==> config.mk <==
export PLATFORM = sky130hd
export DESIGN_NAME = mem_block_master
export DESIGN_NICKNAME = d
export VERILOG_FILES = /design/src/rtl/mem_block_master.sv
export SDC_FILE = /design/constraint.sdc
export NUM_CORES = 1
export LEC_CHECK = 0
export CAP_MARGIN = 10
export CORE_MARGIN = 1
export CORE_UTILIZATION = 45
export DETAILED_ROUTE_END_ITERATION = 16
export GPL_ROUTABILITY_DRIVEN = 0
export PLACE_DENSITY = 0.79
export SKIP_LAST_GASP = 1
export SYNTH_ARGS = -nofsm -noshare
export SYNTH_HDL_FRONTEND = slang
export SYNTH_SLANG_ARGS = --single-unit
==> constraint.sdc <==
create_clock -name Clk -period 4.55 [get_ports Clk]
set_clock_uncertainty 0.2 [all_clocks]
set_input_delay 0.455 -clock Clk [delete_from_list [all_inputs] [get_ports Clk]]
set_output_delay 0.455 -clock Clk [all_outputs]
set_load 0.05 [all_outputs]
==> src/rtl/mem_block_master.sv <==
// Initiator-side controller for a single-port synchronous memory block.
// Turns valid/ready single or burst requests into one memory beat per cycle and returns read data.
module mem_block_master #(
  parameter int MEM_WIDTH   = 8,
  parameter int ADDR_WIDTH  = 8,
  parameter int BURST_WIDTH = 4,
  parameter int RD_LAT      = 1
) (
  input  logic                   Clk,
  input  logic                   Rst_n,
  input  logic                   ReqValid,
  output logic                   ReqReady,
  input  logic                   ReqWrite,
  input  logic [ADDR_WIDTH-1:0]  ReqAddr,
  input  logic [BURST_WIDTH-1:0] ReqLen,
  input  logic [MEM_WIDTH-1:0]   WrData,
  input  logic                   WrValid,
  output logic                   WrReady,
  output logic [MEM_WIDTH-1:0]   RdData,
  output logic                   RdValid,
  output logic                   RdLast,
  output logic                   Busy,
  output logic [ADDR_WIDTH-1:0]  MemAddr,
  output logic [MEM_WIDTH-1:0]   MemDataIn,
  output logic                   MemWE,
  input  logic [MEM_WIDTH-1:0]   MemDout
);

  localparam int CNT_W = BURST_WIDTH + 1;

  typedef enum logic [1:0] {IDLE, WRITE, READ, DRAIN} state_t;

  state_t                  state, state_nxt;
  logic [ADDR_WIDTH-1:0]   addr, addr_nxt;
  logic [CNT_W-1:0]        cnt, cnt_nxt;
  logic [RD_LAT:0]         pipe_v, pipe_last;
  logic                    issue_v, issue_last;
  logic                    ret_v, ret_last;
  logic                    req_ready_nxt, wr_ready_nxt, busy_nxt, mem_we_nxt;
  logic [ADDR_WIDTH-1:0]   mem_addr_nxt;
  logic [MEM_WIDTH-1:0]    mem_din_nxt;

  // Tag that an issued read address reaches the capture edge RD_LAT+1 edges later.
  assign ret_v    = pipe_v[RD_LAT];
  assign ret_last = pipe_last[RD_LAT];

  always_comb begin
    // NOTE: every signal gets a default first so no path leaves one unassigned and infers a latch.
    state_nxt     = state;
    addr_nxt      = addr;
    cnt_nxt       = cnt;
    req_ready_nxt = 1'b0;
    wr_ready_nxt  = 1'b0;
    mem_we_nxt    = 1'b0;
    mem_addr_nxt  = MemAddr;
    mem_din_nxt   = MemDataIn;
    issue_v       = 1'b0;
    issue_last    = 1'b0;

    unique case (state)
      IDLE: begin
        req_ready_nxt = 1'b1;
        if (ReqValid && ReqReady) begin
          req_ready_nxt = 1'b0;
          if (ReqWrite) begin
            state_nxt    = WRITE;
            addr_nxt     = ReqAddr;
            cnt_nxt      = CNT_W'(ReqLen) + CNT_W'(1);
            wr_ready_nxt = 1'b1;
          end else begin
            // The first read address goes out on the accept edge itself.
            mem_addr_nxt = ReqAddr;
            issue_v      = 1'b1;
            issue_last   = (ReqLen == '0);
            addr_nxt     = ReqAddr + ADDR_WIDTH'(1);
            cnt_nxt      = CNT_W'(ReqLen);
            state_nxt    = (ReqLen == '0) ? DRAIN : READ;
          end
        end
      end

      WRITE: begin
        wr_ready_nxt = 1'b1;
        if (WrValid && WrReady) begin
          mem_addr_nxt = addr;
          mem_din_nxt  = WrData;
          mem_we_nxt   = 1'b1;
          addr_nxt     = addr + ADDR_WIDTH'(1);
          cnt_nxt      = cnt - CNT_W'(1);
          if (cnt == CNT_W'(1)) begin
            wr_ready_nxt  = 1'b0;
            req_ready_nxt = 1'b1;
            state_nxt     = IDLE;
          end
        end
      end

      READ: begin
        mem_addr_nxt = addr;
        issue_v      = 1'b1;
        issue_last   = (cnt == CNT_W'(1));
        addr_nxt     = addr + ADDR_WIDTH'(1);
        cnt_nxt      = cnt - CNT_W'(1);
        if (cnt == CNT_W'(1)) state_nxt = DRAIN;
      end

      DRAIN: begin
        if (ret_v && ret_last) begin
          state_nxt     = IDLE;
          req_ready_nxt = 1'b1;
        end
      end

      default: state_nxt = IDLE;
    endcase

    busy_nxt = (state_nxt != IDLE) || issue_v || (|pipe_v[RD_LAT-1:0]);
  end

  always_ff @(posedge Clk) begin
    // NOTE: non-blocking assignments keep every register reading pre-edge values, whatever the statement order.
    if (!Rst_n) begin
      state     <= IDLE;
      addr      <= '0;
      cnt       <= '0;
      ReqReady  <= 1'b1;
      WrReady   <= 1'b0;
      RdValid   <= 1'b0;
      RdLast    <= 1'b0;
      RdData    <= '0;
      Busy      <= 1'b0;
      MemWE     <= 1'b0;
      MemAddr   <= '0;
      MemDataIn <= '0;
      // NOTE: clearing the tag pipeline is what drops in-flight reads; the data path needs no reset for that.
      pipe_v    <= '0;
      pipe_last <= '0;
    end else begin
      state     <= state_nxt;
      addr      <= addr_nxt;
      cnt       <= cnt_nxt;
      ReqReady  <= req_ready_nxt;
      WrReady   <= wr_ready_nxt;
      Busy      <= busy_nxt;
      MemWE     <= mem_we_nxt;
      MemAddr   <= mem_addr_nxt;
      MemDataIn <= mem_din_nxt;
      pipe_v    <= {pipe_v[RD_LAT-1:0], issue_v};
      pipe_last <= {pipe_last[RD_LAT-1:0], issue_last};
      RdValid   <= ret_v;
      RdLast    <= ret_v && ret_last;
      if (ret_v) RdData <= MemDout;
    end
  end

endmodule

Word level (Yosys, flattened, before mapping):

Index checks and enable logic that the tools add are counted.

* reductions and logical operators: 13
* mux-type cells: 37
* eq/ne operators: 7
* add/subtract/negate cells: 4

Operator list (count)
* $mux W8: 6
* $pmux W8 S3: 2
* $add A8 B1 Y8 const B: 2
* $mux W5: 3
* $pmux W5 S3: 1
* $mux W1: 14
* $mux W2: 6
* $pmux W2 S4: 1
* $ne A2 B2 Y1 const B: 3
* $pmux W1 S2: 3
* $add A4 B1 Y5 const B: 1
* $eq A5 B1 Y1 const B: 1
* $sub A5 B1 Y5 const B: 1
* $eq A2 B2 Y1 const B: 2
* $logic_not A4 Y1: 1
* $reduce_and A2 Y1: 2
* $reduce_and A4 Y1: 1
* $logic_and A1 B1 Y1: 3
* $pmux W1 S3: 1
* $reduce_and A3 Y1: 1
* $reduce_bool A3 Y1: 1
* $eq A2 B1 Y1 const B: 1
* $logic_not A2 Y1: 1
* $logic_or A1 B1 Y1: 2
* $reduce_bool A2 Y1: 1

* output and inout bits: 30
* bits in registers: 49
* bits of input ports: 33

Longest topological paths before layout:

Gate-level depths: netlist of the first run.

* depth after elaboration: 8
* mapped depth: 9
* depth with buffers taken out: 7

Worst setup path after synthesis of the first run:

No wires, ideal clock.

* kind: flip-flop to flip-flop
* from: register WrReady
* to: register cnt[3]
* required time: 4232 ps
* period minus slack after synthesis: 1986 ps
* path buffers: 1
* library setup time: 118 ps
* arrival: 1668 ps
* path slack: 2564 ps
* stages on the path, launching flop included: 7
* cells stage by stage: dfxtp_1 nand3_1 buf_2 a21o_1 a21o_1 a22oi_1 nor2b_1

* longest elaborated chain between the ends: 3

Ends and longest elaborated chain
* start, declared: RTL line 18 `output logic WrReady,`
* start signal, assigned: RTL line 143 `WrReady <= wr_ready_nxt;`
* $logic_and A1 B1 Y1: RTL line 84 `if (WrValid && WrReady) begin`
* $ne A2 B2 Y1 (no source line)
* $reduce_and A3 Y1 (no source line)
* end signal, assigned: RTL line 141 `cnt <= cnt_nxt;`
* end, declared: RTL line 35 `logic [CNT_W-1:0] cnt, cnt_nxt;`

No other way between the ends.
A chain may end at the register's enable or synchronous reset.

Worst setup path after layout of the first run:

* from: register state[1]
* to: register addr[7]

* longest elaborated chain between the ends: 3
* elaborated cells on any way between the ends: 8

Ends and longest elaborated chain
* start, declared: RTL line 33 `state_t state, state_nxt;`
* start signal, assigned: RTL line 139 `state <= state_nxt;`
* $eq A2 B1 Y1 (tied with other cells): RTL line 60 `unique case (state)`
* $ne A2 B2 Y1 (no source line) / $reduce_bool A3 Y1 (equally long branches)
* $reduce_and A3 Y1 (no source line)
* end signal, assigned: RTL line 140 `addr <= addr_nxt;`
* end, declared: RTL line 34 `logic [ADDR_WIDTH-1:0] addr, addr_nxt;`

Several ways; a longest one is shown, not always the timed one.

==> results.cfg, run 1 <==
[outcome]
outcome = complete, no violations

[synth]
muxShareOfSynthArea = 0.0661
netlist_area_um2 = 2570
ys_warn_count = 0
synth-compound-area-share = 0.216
synth.distinct_cells = 48
synth_top_family_by_area = simple AND/OR/NAND/NOR gates
syn_inst = 293
yosys.area.top_type = dfxtp_1
async_reset_ff_frac = 0
ys_ff_latch = 49
syn_area_per_cell_um2 = 8.78
synthAdderAreaFrac = 0.0486
synth_fp_nets = 336
synth-main-ff-cell = dfxtp_1
synth-edff-count = 0
synth.area.top_cells = dfxtp_1 38%, nand2_1 7.6%, mux2i_1 6.6%
synthXorXnorAreaFrac = 0.0272
synth_top_cell_area_share = 0.381
ys_seq_area_frac = 0.381
synthSimpleGateAreaFrac = 0.222

[run]
maxCapViolCount = 0

[power]
combPwrFrac = 0.494
p_int_uw = 969
switching_share = 0.430
p_leak_uw = 0.00128
power_density_nw_per_um2 = 514
seq_power_share = 0.359
finalPower_uw = 1700
clkPwrFrac = 0.147
switching_power_uw = 732
peakVddDrop_mv = 0.365

[drt]
dr.pass1.iters = 4
wl_mm = 5.41
viasPerCell = 5.36
drc = 0
post_drt_wl_per_cell_um = 12.8
num_vias = 2263
antenna_left = 0
first_iter_violations = 92

[sta]
fin_crit_sh = 0.549
relSlewSlack = 0.557
finalCriticalPeriod_ns = 2.50
holdWs_ns = 0.245
finalHoldViolations = 0
setup_ws_ns = 2.05
slew_violations = 0
fmax_mhz = 400
grt_setup_unrepaired = false
fin_tns_setup_ns = 0
tightestPinTransition_ns = 0.663
setup_viol = 0

[die]
io_pins = 63
start_util = 0.467
dieArea_um2 = 6020
dieWidth_um = 77.6
die_h_um = 77.6
core_um2 = 5510
rows = 27

[final_layout]
final_layout_size_suffix_gt1_frac = 0.0543
final_nets = 392
layout_commonest_cell = clkdlybuf4s50_1
syn_to_final_growth_pct = 28.7
nFillCells = 496
antenna_cells = 0
final_cell_mix = 62 x clkdlybuf4s50_1, 52 x nand2_1, 49 x dfxtp_1
finish.utilization = 0.601

[worst_setup_path]
worstSetupPathType = reg2reg
critPathBufInv = 1
crit_fanout = 17
start_kind = register
worst_path_dominant_cell_family = simple AND/OR/NAND/NOR gates
max_stage_delay_ns = 0.51
crit_chain = inv_1 > ha_1 > nand3_1 > a21oi_4 > nand2_1 > or3_1 > nand3_1
required_ns = 4.59
critPathCaptureType = register
crit_path_frequent_cell = nand3_1
arrival_ns = 2.54
cp_slowest_cell = a21oi_4

[clock_tree]
post-cts-setup-buffers = 0
numCtsBuffers = 5
clock_tree.buffer_depth = 2
root_buffer = clkbuf_8
cts_tree = yes
cts_hold_buf = 0
clk-insertion-delay-late_ns = 0.30
path_clk_slew_ns = 0.09
h-tree-depth = 2
ctsResizeCount = 0
cts_sinks = 49

[place]
port_buffers = 62
pre_cts_ws_ns = 1.80
dp_hpwl_mm = 4.02

[global_routing]
grt_overflow = 0
grt_usage = 0.185
antenna_found_initial = 0
grt_pass1_wl_mm = 9.06
grt_pass1_vias = 2008
grt_max_degree = 34

[hold_path]
hold_class = reg2reg
==> area by class of cell <==
class / instances / area (um^2) / area share
multi-input cells: 222 / 1490 / 0.451
flip-flops and latches: 49 / 981 / 0.296
repair buffers: 64 / 636 / 0.192
well taps: 72 / 90.1 / 0.0272
clock buffers: 6 / 72.6 / 0.0219
inverters: 7 / 26.3 / 0.00793
clock inverters: 2 / 13.8 / 0.00416
==> registers in the layout, summed over array words and instances (netlist names) <==
| name | flops |
|---|---|
| state | 2 |
| WrReady | 1 |
| MemDataIn | 8 |
| MemWE | 1 |
| cnt | 5 |
| Busy | 1 |
| RdValid | 1 |
| pipe_last | 2 |
| RdLast | 1 |
| pipe_v | 2 |
| addr | 8 |
| MemAddr | 8 |
| RdData | 8 |
| ReqReady | 1 |
==> worst reg2reg max path, stage by stage, from the launching register on <==
cell and delay [ns]:
dfxtp_1 0.34, inv_1 0.10, ha_1 0.27, nand3_1 0.42
a21oi_4 0.52, nand2_1 0.14, or3_1 0.37, nand3_1 0.07
==> kinds of logic (layout without fill, tap and decap cells) <==
family / Yosys count / in the layout
buffers and inverters: 22 / 79
AND/OR/NAND/NOR: 113 / 113
XOR/XNOR: 8 / 8
adder cells (fa/ha/maj): 10 / 10
flip-flops: 49 / 49
multiplexers: 17 / 17
AO/OA/AOI/OAI: 74 / 74
==> synth_stat cells, types with 4 or more instances <==
cell      instances
and2_1            6
a21o_1            4
xnor2_1           4
nand3_1           8
mux2i_1          17
dfxtp_1          49
nand4_1           4
nand2_1          52
o21ai_0          15
o211a_1           9
buf_2             6
nor2_1           10
clkbuf_1          6
a21boi_0         13
xor2_1            4
ha_1             10
nor2b_1          13
inv_1             6
nor3_1            4
a21oi_1           8
==> metrics by stage <==
stage,cells,instance area (um^2)
3_3_place_gp,414,3230
2_1_floorplan,293,2570
4_1_cts,422,3310
6_report,422,3310
3_5_place_dp,414,3230
5_1_grt,422,3310
==> routing by layer <==
layer  GRT usage  routed length [um]  share of wire
met2       0.316                2510           0.46
met5           0                   0              0
met4      0.0566                  37         0.0068
met1       0.231                2480           0.46
met3      0.0412                 381          0.070
==> worst paths after layout <==
path           startpoint      endpoint  slack, ns  depth (start not counted)
max              state[1]       addr[7]       2.05                          7
min reg2reg  pipe_last[0]  pipe_last[1]       0.24                          1
max reg2reg      state[1]       addr[7]       2.05                          7
min          pipe_last[0]  pipe_last[1]       0.24                          1
==> power by group through the flow <==
| stage | sequential (uW) | combinational (uW) | clock (uW) |
|---|---|---|---|
| 3_3_place_gp | 619 | 829 | 0 |
| 4_1_cts | 610 | 844 | 256 |
| 2_1_floorplan | 732 | 512 | 0 |
| 6_report | 611 | 840 | 250 |
| 5_1_grt | 623 | 925 | 275 |
| 3_5_place_dp | 619 | 841 | 0 |
Power figures use the tool's default switching activity.
==> run 2, diff against run 1 <==
--- a/config.mk
+++ b/config.mk
@@ -10,7 +10,7 @@
 export CORE_UTILIZATION = 45
 export DETAILED_ROUTE_END_ITERATION = 16
 export GPL_ROUTABILITY_DRIVEN = 0
-export PLACE_DENSITY = 0.79
+export PLACE_DENSITY = 0.82
 export SKIP_LAST_GASP = 1
 export SYNTH_ARGS = -nofsm -noshare
 export SYNTH_HDL_FRONTEND = slang
==> constraint.sdc (replaced) <==
create_clock -name Clk -period 2.1 [get_ports Clk]
set_clock_uncertainty 0.2 [all_clocks]
set_input_delay 0.21 -clock Clk [delete_from_list [all_inputs] [get_ports Clk]]
set_output_delay 0.21 -clock Clk [all_outputs]
set_load 0.05 [all_outputs]
==> results.cfg, run 2 (synthesized netlist as in run 1, its figures left out) <==
[clock_tree]
path_clk_slew_ns = 0.09
root_buffer = clkbuf_8
h-tree-depth = 2
cts_sinks = 49
cts_tree = yes
clk-insertion-delay-late_ns = 0.30
clock_tree.buffer_depth = 2
numCtsBuffers = 5

[drt]
antenna_left = 0
drc = 0
wl_mm = 5.76
post_drt_wl_per_cell_um = 13.1
num_vias = 2324
dr.pass1.iters = 4
viasPerCell = 5.27
first_iter_violations = 83

[place]
port_buffers = 62
dpl_cell_area_um2 = 3360
pre_cts_ws_ns = 0.0168
dp_hpwl_mm = 4.35

[worst_setup_path]
worstSetupPathType = reg2reg
required_ns = 2.15
start_kind = register
arrival_ns = 2.05
critPathCaptureType = register
crit_fanout = 6

[power]
peakVddDrop_mv = 0.663
p_leak_uw = 0.00138
power_density_nw_per_um2 = 1140

[sta]
tightestPinTransition_ns = 0.505
finalCriticalPeriod_ns = 2.01
grt_setup_unrepaired = false
fin_crit_sh = 0.955
fin_tns_setup_ns = 0
finalHoldViolations = 0
holdWs_ns = 0.240
setup_ws_ns = 0.0945
relSlewSlack = 0.662
slew_violations = 0
setup_viol = 0
fmax_mhz = 499

[hold_path]
hold_class = reg2reg

[global_routing]
grt_max_degree = 29
grt_overflow = 0
grt_pass1_wl_mm = 9.63
grt_pass1_vias = 2164
grt_usage = 0.199
antenna_found_initial = 0

[final_layout]
fin_area_um2 = 3500
syn_to_final_growth_pct = 35.9
final_cell_mix = 62 x clkdlybuf4s50_1, 52 x nand2_1, 48 x dfxtp_1
final_layout_size_suffix_gt1_frac = 0.111
antenna_cells = 0
final_nets = 411
layout_commonest_cell = clkdlybuf4s50_1
nFillCells = 453

[die]
die_h_um = 77.6
start_util = 0.467
rows = 27
io_pins = 63
dieArea_um2 = 6020
dieWidth_um = 77.6
core_um2 = 5510

[outcome]
outcome = complete, no violations

[run]
maxCapViolCount = 0
run 2: report_power, final:
| group | internal, uW | total, uW | switching [uW] |
|---|---|---|---|
| combinational | 939 | 2100 | 1170 |
| sequential | 1130 | 1320 | 186 |
| clock | 236 | 549 | 313 |
| total | 2310 | 3970 | 1660 |
run 2: path summary, 6_finish.rpt:
check                             startpoint      endpoint  slack [ns]  depth (start not counted)
worst max-delay path                state[1]       addr[7]        0.09                          7
worst min-delay path            pipe_last[0]  pipe_last[1]        0.24                          1
worst max register to register      state[1]       addr[7]        0.09                          7
worst min register to register  pipe_last[0]  pipe_last[1]        0.24                          1
run 2: area by class of cell:
class	count	area, um^2	area share
sequential	49	982	0.281
multi-input combinational	222	1510	0.430
clock inverter	3	21.3	0.00608
timing repair buffer	83	803	0.230
clock buffer	5	68.8	0.0197
inverter	7	26.3	0.00751
tap	72	90.1	0.0258
run 2: worst max-delay path: stages, from the launching register on:
cell      delay (ns)
dfxtp_1         0.38
inv_1           0.09
ha_1            0.27
o21bai_4        0.23
a21oi_4         0.22
nand2_1         0.13
or3_1           0.36
nand3_1         0.07
run 2: what timing repair did:
action,CTS,global route
gates resized for setup,0,3
endpoints found under the setup margin,0,12
hold buffers,0,0
endpoints found under the hold margin,0,0
buffers inserted,0,3
run 2: routing by layer:
| layer | part of all wire | GRT usage | wire length [um] | vias up |
|---|---|---|---|---|
| li1 | - | - | - | 1173 |
| met1 | 0.45 | 0.234 | 2600 | 1060 |
| met2 | 0.47 | 0.350 | 2720 | 77 |
| met3 | 0.053 | 0.0376 | 303 | 14 |
| met4 | 0.024 | 0.0906 | 140 | 0 |
| met5 | 0 | 0 | 0 | - |
run 2: stage by stage:
| stage | total power (uW) | cells | utilization |
|---|---|---|---|
| after global routing | 4250 | 441 | 0.635 |
| after global placement | 3290 | 430 | 0.610 |
| after detailed placement | 3330 | 430 | 0.610 |
| final | 3970 | 441 | 0.635 |
| after CTS | 3890 | 438 | 0.626 |
| after floorplan | 2690 | 293 | - |
